--- src/rtl/multichannel_spi_slave_pkg.sv ---
// Shared definitions for the multichannel SPI slave.
//   state_t      : control FSM states (IDLE -> LOAD -> ACTIVE)
//   SYNC_STAGES  : flip-flops in each pin synchroniser (an edge-detect register follows)
//   bit_index()  : which bit of a word travels on the wire for a given bit count
package spi_slave_pkg;

    typedef enum logic [1:0] {
        IDLE   = 2'd0,
        LOAD   = 2'd1,
        ACTIVE = 2'd2
    } state_t;

    localparam int SYNC_STAGES = 2;

    // count = number of bits already transferred in the current word.
    function automatic int unsigned bit_index(input int unsigned count,
                                              input bit          msb_first,
                                              input int unsigned width);
        return msb_first ? (width - 1 - count) : count;
    endfunction

endpackage

--- src/rtl/multichannel_spi_slave_lane.sv ---
// One MOSI/MISO lane of the SPI slave: transmit word register, MISO driver
// and receive shift register. All timing comes from shared strobes in the top.
// Ports:
//   clock, reset  system clock, async active-high reset (MISO only)
//   clear         force MISO low (slave idle)
//   load          capture load_word as the next word to transmit
//   drive_first   with load: also put the first bit of load_word on MISO
//   shift         present the bit selected by count on MISO
//   sample        shift mosi into the receive register
//   count         bits already transferred in the current word
//   load_word     word to transmit (zero on underrun)
//   mosi          synchronised MOSI bit
//   miso          registered MISO pin
//   rx_word       receive shift register contents
module spi_lane
    import spi_slave_pkg::*;
#(
    parameter int DATA_WIDTH = 12,
    parameter bit MSB_FIRST  = 1'b1,
    parameter int CNT_W      = 4
) (
    input  logic                  clock,
    input  logic                  reset,
    input  logic                  clear,
    input  logic                  load,
    input  logic                  drive_first,
    input  logic                  shift,
    input  logic                  sample,
    input  logic [CNT_W-1:0]      count,
    input  logic [DATA_WIDTH-1:0] load_word,
    input  logic                  mosi,
    output logic                  miso,
    output logic [DATA_WIDTH-1:0] rx_word
);

    localparam int IDX_W = $clog2(DATA_WIDTH);

    logic [DATA_WIDTH-1:0] tx_word;
    logic [IDX_W-1:0]      tx_idx;

    assign tx_idx = IDX_W'(bit_index(32'(count), MSB_FIRST, DATA_WIDTH));

    // Data registers: contents are meaningless until the FSM loads/samples them.
    always_ff @(posedge clock) begin
        if (load) begin
            tx_word <= load_word;
        end
        if (sample) begin
            if (MSB_FIRST) begin
                rx_word <= {rx_word[DATA_WIDTH-2:0], mosi};
            end else begin
                rx_word <= {mosi, rx_word[DATA_WIDTH-1:1]};
            end
        end
    end

    // count is zero during LOAD, so tx_idx already selects the first bit.
    always_ff @(posedge clock or posedge reset) begin
        if (reset) begin
            miso <= 1'b0;
        end else if (clear) begin
            miso <= 1'b0;
        end else if (load) begin
            if (drive_first) begin
                miso <= load_word[tx_idx];
            end
        end else if (shift) begin
            miso <= tx_word[tx_idx];
        end
    end

endmodule

--- src/rtl/multichannel_spi_slave.sv ---
// N-lane SPI slave sharing SCLK/SS, oversampled in the system clock domain.
// Ports:
//   clock, reset        system clock (>= 8x SCLK), async active-high reset
//   SCLK, SS, MOSI      asynchronous SPI pins from the master (SS active low)
//   MISO                per-lane slave output
//   cpol, cpha          SPI mode, taken into the mode register only while idle
//   tx_data/tx_valid/tx_ready  one-deep transmit holding buffer handshake
//   rx_data, rx_valid   last complete word per lane, one-cycle update pulse
//   frame_error         pulse: SS rose part-way through a word
//   tx_underrun         pulse: master clocked a word with nothing loaded
module multichannel_spi_slave
    import spi_slave_pkg::*;
#(
    parameter int N_CHANNELS = 3,
    parameter int DATA_WIDTH = 12,
    parameter bit MSB_FIRST  = 1'b1
) (
    input  logic                                  clock,
    input  logic                                  reset,
    input  logic                                  SCLK,
    input  logic                                  SS,
    input  logic [N_CHANNELS-1:0]                 MOSI,
    output logic [N_CHANNELS-1:0]                 MISO,
    input  logic                                  cpol,
    input  logic                                  cpha,
    input  logic [N_CHANNELS-1:0][DATA_WIDTH-1:0] tx_data,
    input  logic                                  tx_valid,
    output logic                                  tx_ready,
    output logic [N_CHANNELS-1:0][DATA_WIDTH-1:0] rx_data,
    output logic                                  rx_valid,
    output logic                                  frame_error,
    output logic                                  tx_underrun
);

    localparam int              CNT_W    = $clog2(DATA_WIDTH + 1);
    localparam logic [CNT_W-1:0] CNT_LAST = CNT_W'(DATA_WIDTH);

    state_t                                state;
    logic [CNT_W-1:0]                      bit_cnt;
    logic                                  mode_cpol;
    logic                                  mode_cpha;
    logic                                  underrun_pend;
    logic [N_CHANNELS-1:0][DATA_WIDTH-1:0] hold_buf;
    logic [N_CHANNELS-1:0][DATA_WIDTH-1:0] load_word;
    logic [N_CHANNELS-1:0][DATA_WIDTH-1:0] lane_rx;

    // Index 0..SYNC_STAGES-1 are the synchroniser, index SYNC_STAGES is the
    // edge-detect register.
    logic [SYNC_STAGES:0]                  sclk_pipe;
    logic [SYNC_STAGES:0]                  ss_pipe;
    logic [SYNC_STAGES-1:0][N_CHANNELS-1:0] mosi_pipe;

    logic                  sclk_rise, sclk_fall;
    logic                  lead_ev, trail_ev, sample_ev, shift_ev;
    logic                  ss_high, ss_fall;
    logic                  in_word, sample_go, shift_go, accept;
    logic [N_CHANNELS-1:0] mosi_now;

    // Stage boundary: pin synchronisers. SS resets to "asserted" so a master
    // holding SS low across reset release cannot start a transfer until it
    // deasserts and reasserts SS.
    always_ff @(posedge clock or posedge reset) begin
        if (reset) begin
            sclk_pipe <= '0;
            ss_pipe   <= '0;
            mosi_pipe <= '0;
        end else begin
            sclk_pipe <= {sclk_pipe[SYNC_STAGES-1:0], SCLK};
            ss_pipe   <= {ss_pipe[SYNC_STAGES-1:0], SS};
            mosi_pipe <= {mosi_pipe[SYNC_STAGES-2:0], MOSI};
        end
    end

    assign sclk_rise = sclk_pipe[SYNC_STAGES-1] & ~sclk_pipe[SYNC_STAGES];
    assign sclk_fall = ~sclk_pipe[SYNC_STAGES-1] & sclk_pipe[SYNC_STAGES];
    assign ss_high   = ss_pipe[SYNC_STAGES-1];
    assign ss_fall   = ~ss_pipe[SYNC_STAGES-1] & ss_pipe[SYNC_STAGES];
    assign mosi_now  = mosi_pipe[SYNC_STAGES-1];

    assign lead_ev   = mode_cpol ? sclk_fall : sclk_rise;
    assign trail_ev  = mode_cpol ? sclk_rise : sclk_fall;
    assign sample_ev = mode_cpha ? trail_ev : lead_ev;
    assign shift_ev  = mode_cpha ? lead_ev : trail_ev;

    assign in_word   = (state == ACTIVE) && (bit_cnt != CNT_LAST) && !ss_high;
    assign sample_go = in_word && sample_ev;
    assign shift_go  = in_word && shift_ev;

    // LOAD empties the buffer, so a word offered in that same cycle is taken
    // even though tx_ready may still read low.
    assign accept    = tx_valid && (tx_ready || (state == LOAD));
    assign load_word = tx_ready ? '0 : hold_buf;

    always_ff @(posedge clock) begin
        if (accept) begin
            hold_buf <= tx_data;
        end
    end

    // Stage boundary: control FSM, bit counter, handshake and status pulses.
    always_ff @(posedge clock or posedge reset) begin
        if (reset) begin
            state         <= IDLE;
            bit_cnt       <= '0;
            mode_cpol     <= 1'b0;
            mode_cpha     <= 1'b0;
            underrun_pend <= 1'b0;
            tx_ready      <= 1'b1;
            rx_data       <= '0;
            rx_valid      <= 1'b0;
            frame_error   <= 1'b0;
            tx_underrun   <= 1'b0;
        end else begin
            rx_valid    <= 1'b0;
            frame_error <= 1'b0;
            tx_underrun <= 1'b0;

            if (state == LOAD) begin
                tx_ready <= !tx_valid;
            end else if (accept) begin
                tx_ready <= 1'b0;
            end

            case (state)
                IDLE: begin
                    mode_cpol     <= cpol;
                    mode_cpha     <= cpha;
                    bit_cnt       <= '0;
                    underrun_pend <= 1'b0;
                    if (ss_fall) begin
                        state <= LOAD;
                    end
                end
                LOAD: begin
                    bit_cnt <= '0;
                    // A LOAD also follows the last word of every frame, so an
                    // empty buffer is only reported once the master actually
                    // samples a bit of the word.
                    underrun_pend <= tx_ready;
                    state         <= ACTIVE;
                end
                ACTIVE: begin
                    if (bit_cnt == CNT_LAST) begin
                        rx_data  <= lane_rx;
                        rx_valid <= 1'b1;
                        bit_cnt  <= '0;
                        state    <= LOAD;
                    end else if (ss_high) begin
                        frame_error   <= (bit_cnt != '0);
                        underrun_pend <= 1'b0;
                        state         <= IDLE;
                    end else if (sample_ev) begin
                        bit_cnt <= bit_cnt + CNT_W'(1);
                        if (underrun_pend) begin
                            tx_underrun   <= 1'b1;
                            underrun_pend <= 1'b0;
                        end
                    end
                end
                default: state <= IDLE;
            endcase
        end
    end

    for (genvar ch = 0; ch < N_CHANNELS; ch++) begin : g_lane
        spi_lane #(
            .DATA_WIDTH (DATA_WIDTH),
            .MSB_FIRST  (MSB_FIRST),
            .CNT_W      (CNT_W)
        ) u_lane (
            .clock       (clock),
            .reset       (reset),
            .clear       (state == IDLE),
            .load        (state == LOAD),
            .drive_first (!mode_cpha),
            .shift       (shift_go),
            .sample      (sample_go),
            .count       (bit_cnt),
            .load_word   (load_word[ch]),
            .mosi        (mosi_now[ch]),
            .miso        (MISO[ch]),
            .rx_word     (lane_rx[ch])
        );
    end

endmodule
--- config.mk ---
export PLATFORM = sky130hd
export DESIGN_NAME = multichannel_spi_slave
export DESIGN_NICKNAME = d
export VERILOG_FILES = /design/src/rtl/multichannel_spi_slave_pkg.sv /design/src/rtl/multichannel_spi_slave_lane.sv /design/src/rtl/multichannel_spi_slave.sv
export SDC_FILE = /design/constraint.sdc
export NUM_CORES = 1
export LEC_CHECK = 0
export ABC_CLOCK_PERIOD_IN_PS = 5000
export CAP_MARGIN = 20
export CORE_ASPECT_RATIO = 1.4
export CORE_MARGIN = 2
export CORE_UTILIZATION = 39
export CTS_CLUSTER_DIAMETER = 150
export DETAILED_ROUTE_END_ITERATION = 8
export PLACE_DENSITY = 0.73
export RECOVER_POWER = 100
export SETUP_SLACK_MARGIN = 0.1
export SLEW_MARGIN = 30
export SYNTH_ARGS = -nofsm -noshare
export SYNTH_HDL_FRONTEND = slang
export SYNTH_SLANG_ARGS = --single-unit
export TNS_END_PERCENT = 30
--- constraint.sdc ---
create_clock -name clock -period 5 [get_ports clock]
set_input_delay 1 -clock clock [delete_from_list [all_inputs] [get_ports clock]]
set_output_delay 1 -clock clock [all_outputs]
set_load 0.005 [all_outputs]
# After elaboration in Yosys (flattened, before gate mapping)
# Cells that the tools add are included.
# W data, S select, Z words.
dict set report word_totals {
  reg_bits 172
  out_inout_bits 43
  elab_cells 121
}
dict set report classes {
  n_addsub 2
  n_lt_le_gt_ge 1
  n_eq_ne 11
  mux 53
  n_bitwise 6
  n_reduce_logical 20
}
# cell n
set ops {}
lappend ops {{$mux W1} 37}
lappend ops {{$mux W36} 1}
lappend ops {{$bmux W1 S4} 6}
lappend ops {{$mux W4} 3}
lappend ops {{$ne A3 B2 Y1 const B} 4}
lappend ops {{$pmux W4 S2} 1}
lappend ops {{$mux W2} 3}
lappend ops {{$pmux W2 S3} 1}
lappend ops {{$reduce_and A2 Y1} 3}
lappend ops {{$reduce_and A3 Y1} 2}
lappend ops {{$reduce_bool A3 Y1} 2}
lappend ops {{$logic_and A1 B1 Y1} 5}
lappend ops {{$lt A4 B5 Y1 const B} 1}
lappend ops {{$add A4 B1 Y4 const B} 1}
lappend ops {{$eq A4 B4 Y1 const B} 1}
lappend ops {{$ne A2 B2 Y1 const B} 2}
lappend ops {{$ne A4 B4 Y1 const B} 1}
lappend ops {{$reduce_bool A2 Y1} 2}
lappend ops {{$reduce_bool A4 Y1} 1}
lappend ops {{$sub A4 B4 Y4 const A} 1}
lappend ops {{$and A1 B1 Y1} 3}
lappend ops {{$ne A3 B3 Y1 const B} 1}
lappend ops {{$not A1 Y1} 3}
lappend ops {{$pmux W1 S3} 1}
lappend ops {{other kinds (6)} 7}

# Longest topological paths before layout
dict set report logic_depth {
  ltp_word 8
  depth_mapped 9
  mapped_depth_nobuf 7
}

# Hierarchy
# From an unflattened synthesis, not the netlist that was laid out.
dict set report hier_totals {
  hier_cells 408
  hier_area_um2 6703.9
}
# module n_inst cells_each area_per_inst_um2 seq_area_each_um2
set by_module_without_submodules {}
lappend by_module_without_submodules {multichannel_spi_slave 1 238 3667.3 2608.8}
lappend by_module_without_submodules {{spi_lane (g_lane[0].u_lane ...)} 2 56 1004.7 745.7}
lappend by_module_without_submodules {{spi_lane (g_lane[2].u_lane)} 1 58 1027.2 745.7}

# Worst setup path after synthesis
# No wires, ideal clock.
dict set report synth_timing {
  path_kind {register to register}
  from {reg bit_cnt[1]}
  to {reg g_lane[0].u_lane.rx_word[0] (enable)}
  setup_ns 0.521
  arrival_time_ns 4.786
  required_time_ns 4.479
  setup_slack_ns -0.307
  path_stages_with_launch 8
  path_cell_list {dfrtp_1 > buf_4 > buf_4 > inv_1 > ha_1 > and2_1 > clkbuf_1 > nor4_1}
}
dict set report synth_via {
  elab_chain_cells 4
}
# item line
set synth_lines {}
lappend synth_lines {{start, declared} multichannel_spi_slave.sv:39} ;# logic [CNT_W-1:0] bit_cnt;
lappend synth_lines {{start signal, assigned} multichannel_spi_slave.sv:153} ;# bit_cnt <= bit_cnt + CNT_W'(1);
lappend synth_lines {{$ne A4 B4 Y1} multichannel_spi_slave.sv:85} ;# assign in_word = (state == ACTIVE) && (bit_cnt != CNT_LAST) && !ss_high;
lappend synth_lines {{$logic_and A1 B1 Y1 (2 in a row)} multichannel_spi_slave.sv:85}
lappend synth_lines {{$logic_and A1 B1 Y1} multichannel_spi_slave.sv:86} ;# assign sample_go = in_word && sample_ev;
lappend synth_lines {{named net g_lane[0].u_lane.sample} multichannel_spi_slave_lane.sv:28} ;# input logic sample,
lappend synth_lines {{end signal, assigned} multichannel_spi_slave_lane.sv:50} ;# rx_word <= {rx_word[DATA_WIDTH-2:0], mosi};
lappend synth_lines {{end signal, assigned} multichannel_spi_slave_lane.sv:52} ;# rx_word <= {mosi, rx_word[DATA_WIDTH-1:1]};
lappend synth_lines {{end, declared} multichannel_spi_slave_lane.sv:33} ;# output logic [DATA_WIDTH-1:0] rx_word
# The timed path passes the listed nets, and every way through them passes these cells.
# A chain may end at the register's enable or synchronous reset.

# Worst setup path in the final report
dict set report layout_timing {
  from {reg bit_cnt[0]}
  to {reg g_lane[2].u_lane.rx_word[5] (enable)}
}
dict set report layout_via {
  elab_chain_cells 4
}
# item line
set layout_lines {}
lappend layout_lines {{$ne A4 B4 Y1} multichannel_spi_slave.sv:85}
lappend layout_lines {{$logic_and A1 B1 Y1 (2 in a row)} multichannel_spi_slave.sv:85}
lappend layout_lines {{$logic_and A1 B1 Y1} multichannel_spi_slave.sv:86}
lappend layout_lines {{named net g_lane[0].u_lane.sample} multichannel_spi_slave_lane.sv:28}
lappend layout_lines {{end signal, assigned} multichannel_spi_slave_lane.sv:50}
lappend layout_lines {{end signal, assigned} multichannel_spi_slave_lane.sv:52}
lappend layout_lines {{end, declared} multichannel_spi_slave_lane.sv:33}
# The timed path passes the listed nets, and every way through them passes these cells.

==> results by group <==
Placement
  • I/O Buffers: slightly below 90
  • GP Congestion: 0.742
  • Place WS: about 2200 ps
  • Placed wire-length estimate: 7540 um
  • DP Area: roughly 7700 um2

Die
  • Std cell rows: 56
  • Die X: 114 um
  • Die area: 18000 um2
  • Initial Util: 0.396
  • DIE HEIGHT: 158 um
  • Top-level port count: between 80 and 90
  • Core Box Area: 16700 um2

Worst setup path
  • CP arrival: 3770 ps
  • Crit path max fanout: 37
  • CP Launch Type: flip-flop
  • Setup CP Type: flip-flop to flip-flop
  • Worst setup EP type: flip-flop
  • Worst EP required: just over 5000 ps

STA
  • Final count of negative-setup-slack endpoints: 0
  • Hold Vio Cnt, Final: 0
  • Fin. max-slew vios: 62
  • RSZ-0062 raised after global routing: no
  • Relative slew slack: -0.273
  • Setup tns final: 0 ps
  • Clock Skews: around 9 ps
  • Fin worst setup slack: 1280 ps
  • Least-Margin Pin Slew: 1910 ps
  • Final Cycle Share: 0.745
  • Final worst path period need: 3720 ps
  • Peak Freq: 268 MHz

Global routing
  • Gr usage total: 0.135
  • Initial antenna violation count: 0
  • First-pass GRT wire length: around 18000 um
  • Grt total ovfl: 0
  • Vias in the first global route: about 3600
  • Largest net degree at the start of global routing: 45

Synth
  • Avg Cell Area, Syn: 17.6 um2
  • Most used DFF post-synth: edfxtp_1
  • Synth Register Bits: 172
  • Yosys warnings: 0
  • Cells after synthesis: 376
  • Async S/R FF share, synth: 0.372
  • EDFF count, synth: 108
  • Seq/Total Area, Yosys: 0.734
  • Complex-gate fraction of the synthesized area: 0.0278
  • Synth unique cells: 43
  • Cell Area, Synth: 6610 um2
  • Post-Synth Adder-Cell Area: 0.00758
  • Simple-gate portion of the synthesized area: 0.0654
  • Xor and xnor area share after synthesis: 0.00246
  • Mux cell area share after synthesis: 0.140
  • Largest family of logic cells by synthesized area: multiplexers
  • Post-Syn Nets: 426

Route
  • Vias: 3467
  • ANT nets after route: 0
  • TritonRoute pass-1 iters: 5
  • Initial drt markers: 196
  • DRC violations left: 0
  • Vias per inst: between 5 and 6
  • Wirelength per Cell: approximately 16 um
  • Final WL: 11200 um

CTS
  • CTS root buf: clkbuf_16
  • Post-CTS Hold Buffers: 0
  • Setup Buffers After CTS: 0
  • CTS resizes: 0
  • Worst-path clk slew: 60 ps
  • Cts bufs inserted: 17
  • Worst-Skew Late Latency: 420 ps
  • CTS Buffer Depth: 2
  • Clock sinks: 172
  • CTS tree: built
  • CTS HTree Levels: 4

Cells and area
  • Net count, final: 518
  • Ant diodes: 0
  • Design area: 8230 um2
  • Fraction of layout cells with a size suffix above 1: 0.202
  • Area grow syn2layout: 24.6%

Job
  • MaxCap Viol Count: 2

Hold path
  • HP Class: flip-flop to flip-flop

Power
  • Static leakage: 3.30 nW
  • PD cells: 369 nW/um2
  • Maximum vdd drop: between 0.2 and 0.25 mV

Run status
  • Failing checks: capacitance limit, slew limit
  • Status: finished, violations left
[sequential cells by signal, indices dropped and copies added (netlist names), 2 cells and up]
register,count
mosi_now,3
hold_buf,36
state,2
g_lane.u_lane.tx_word,36
g_lane.u_lane.rx_word,36
mosi_pipe,3
g_lane.u_lane.miso,3
rx_data,36
ss_pipe,3
bit_cnt,4
sclk_pipe,3
[cells by family (layout without fill, tap and decap cells)]
family | Yosys count | after routing
XOR/XNOR | 1 | 1
multiplexers | 66 | 66
flip-flops | 172 | 172
buffers and inverters | 31 | 136
adder cells (fa/ha/maj) | 4 | 4
AO/OA/AOI/OAI | 27 | 27
AND/OR/NAND/NOR | 75 | 75
[report_power, final]
group	internal, mW	switching, mW
sequential	1.58	0.0370
combinational	0.0888	0.0892
clock	0.692	0.545
total	2.36	0.671
[critical path, stage by stage, from the launching register on]
cell      delay, ps
dfrtp_1         320
clkbuf_1       1170
inv_1           250
ha_1            320
and2_0          250
nor4_4          230
clkbuf_2        780
[cell usage in the layout, fill, tap and decap left out, drive strengths merged, types with 2 or more instances in the layout]
master / count
o22ai: 2
o21ai: 5
nor2: 9
clkinv: 7
clkbuf: 20
buf: 2
o31ai: 3
a21oi: 4
and2: 2
mux4: 16
nor4: 2
ha: 4
nand2: 9
dfrtp: 63
dlygate4sd3: 87
nor2b: 38
inv: 17
edfxtp: 108
mux2: 44
nand3: 5
a22o: 2
nand2b: 3
a221oi: 4
mux2i: 6
a31oi: 3
[stage by stage]
step | instances | hold slack [ps] | utilization | total power [mW]
floorplan | 376 | 331 | - | 1.76
global placement | 652 | 338 | 0.461 | 1.83
global route | 684 | 367 | 0.494 | 3.16
detailed placement | 652 | 340 | 0.461 | 1.84
CTS | 684 | 354 | 0.494 | 3.08
finish | 684 | 349 | 0.494 | 3.04
[synth_stat cells (5+ instances only)]
library cell  instances  area, um2
nor2b_1              38        238
edfxtp_1            108       3240
buf_4                 6       45.0
nand2_1               7       26.3
buf_2                 6       30.0
dfrtp_1              63       1580
nor2_1                9       33.8
inv_1                11       41.3
clkbuf_1              7       26.3
mux2_2               42        473
mux2i_1               6       60.1
nand3_1               5       25.0
mux4_2               15        338
[metal layers]
layer	wire (um)	GRT usage	vias to the layer above
met5	0	0	-
met4	220	0.0569	0
met3	533	0.0387	22
met2	5710	0.225	123
met1	4690	0.165	1728
li1	-	-	1594
[path summary, 6_finish.rpt]
kind | start | endpoint | slack, ps | cells past startpoint
worst max-delay path | bit_cnt[0]$_DFFE_PP0P_ | g_lane[2].u_lane.rx_word[5]$_DFFE_PP_ | 1280 | 6
worst min-delay path | mosi_pipe[0]$_DFF_PP0_ | mosi_now[0]$_DFF_PP0_ | 350 | 0
worst max register to register | bit_cnt[0]$_DFFE_PP0P_ | g_lane[2].u_lane.rx_word[5]$_DFFE_PP_ | 1280 | 6
worst min register to register | mosi_pipe[0]$_DFF_PP0_ | mosi_now[0]$_DFF_PP0_ | 350 | 0
max in group asynchronous | reset | rx_data[25]$_DFFE_PP0P_ | 2610 | 3
min in group asynchronous | reset | mosi_now[0]$_DFF_PP0_ | 1280 | 2
[cell type report]
type                    instances  area, um2
fillers                      1385       8440
flip-flops and latches        172       4850
inverters                      11       41.3
well taps                     203        254
clock buffers                  17        425
clock inverters                15        135
multi-input cells             173       1620
repair buffers                 93        908
Power figures use the tool's default switching activity.
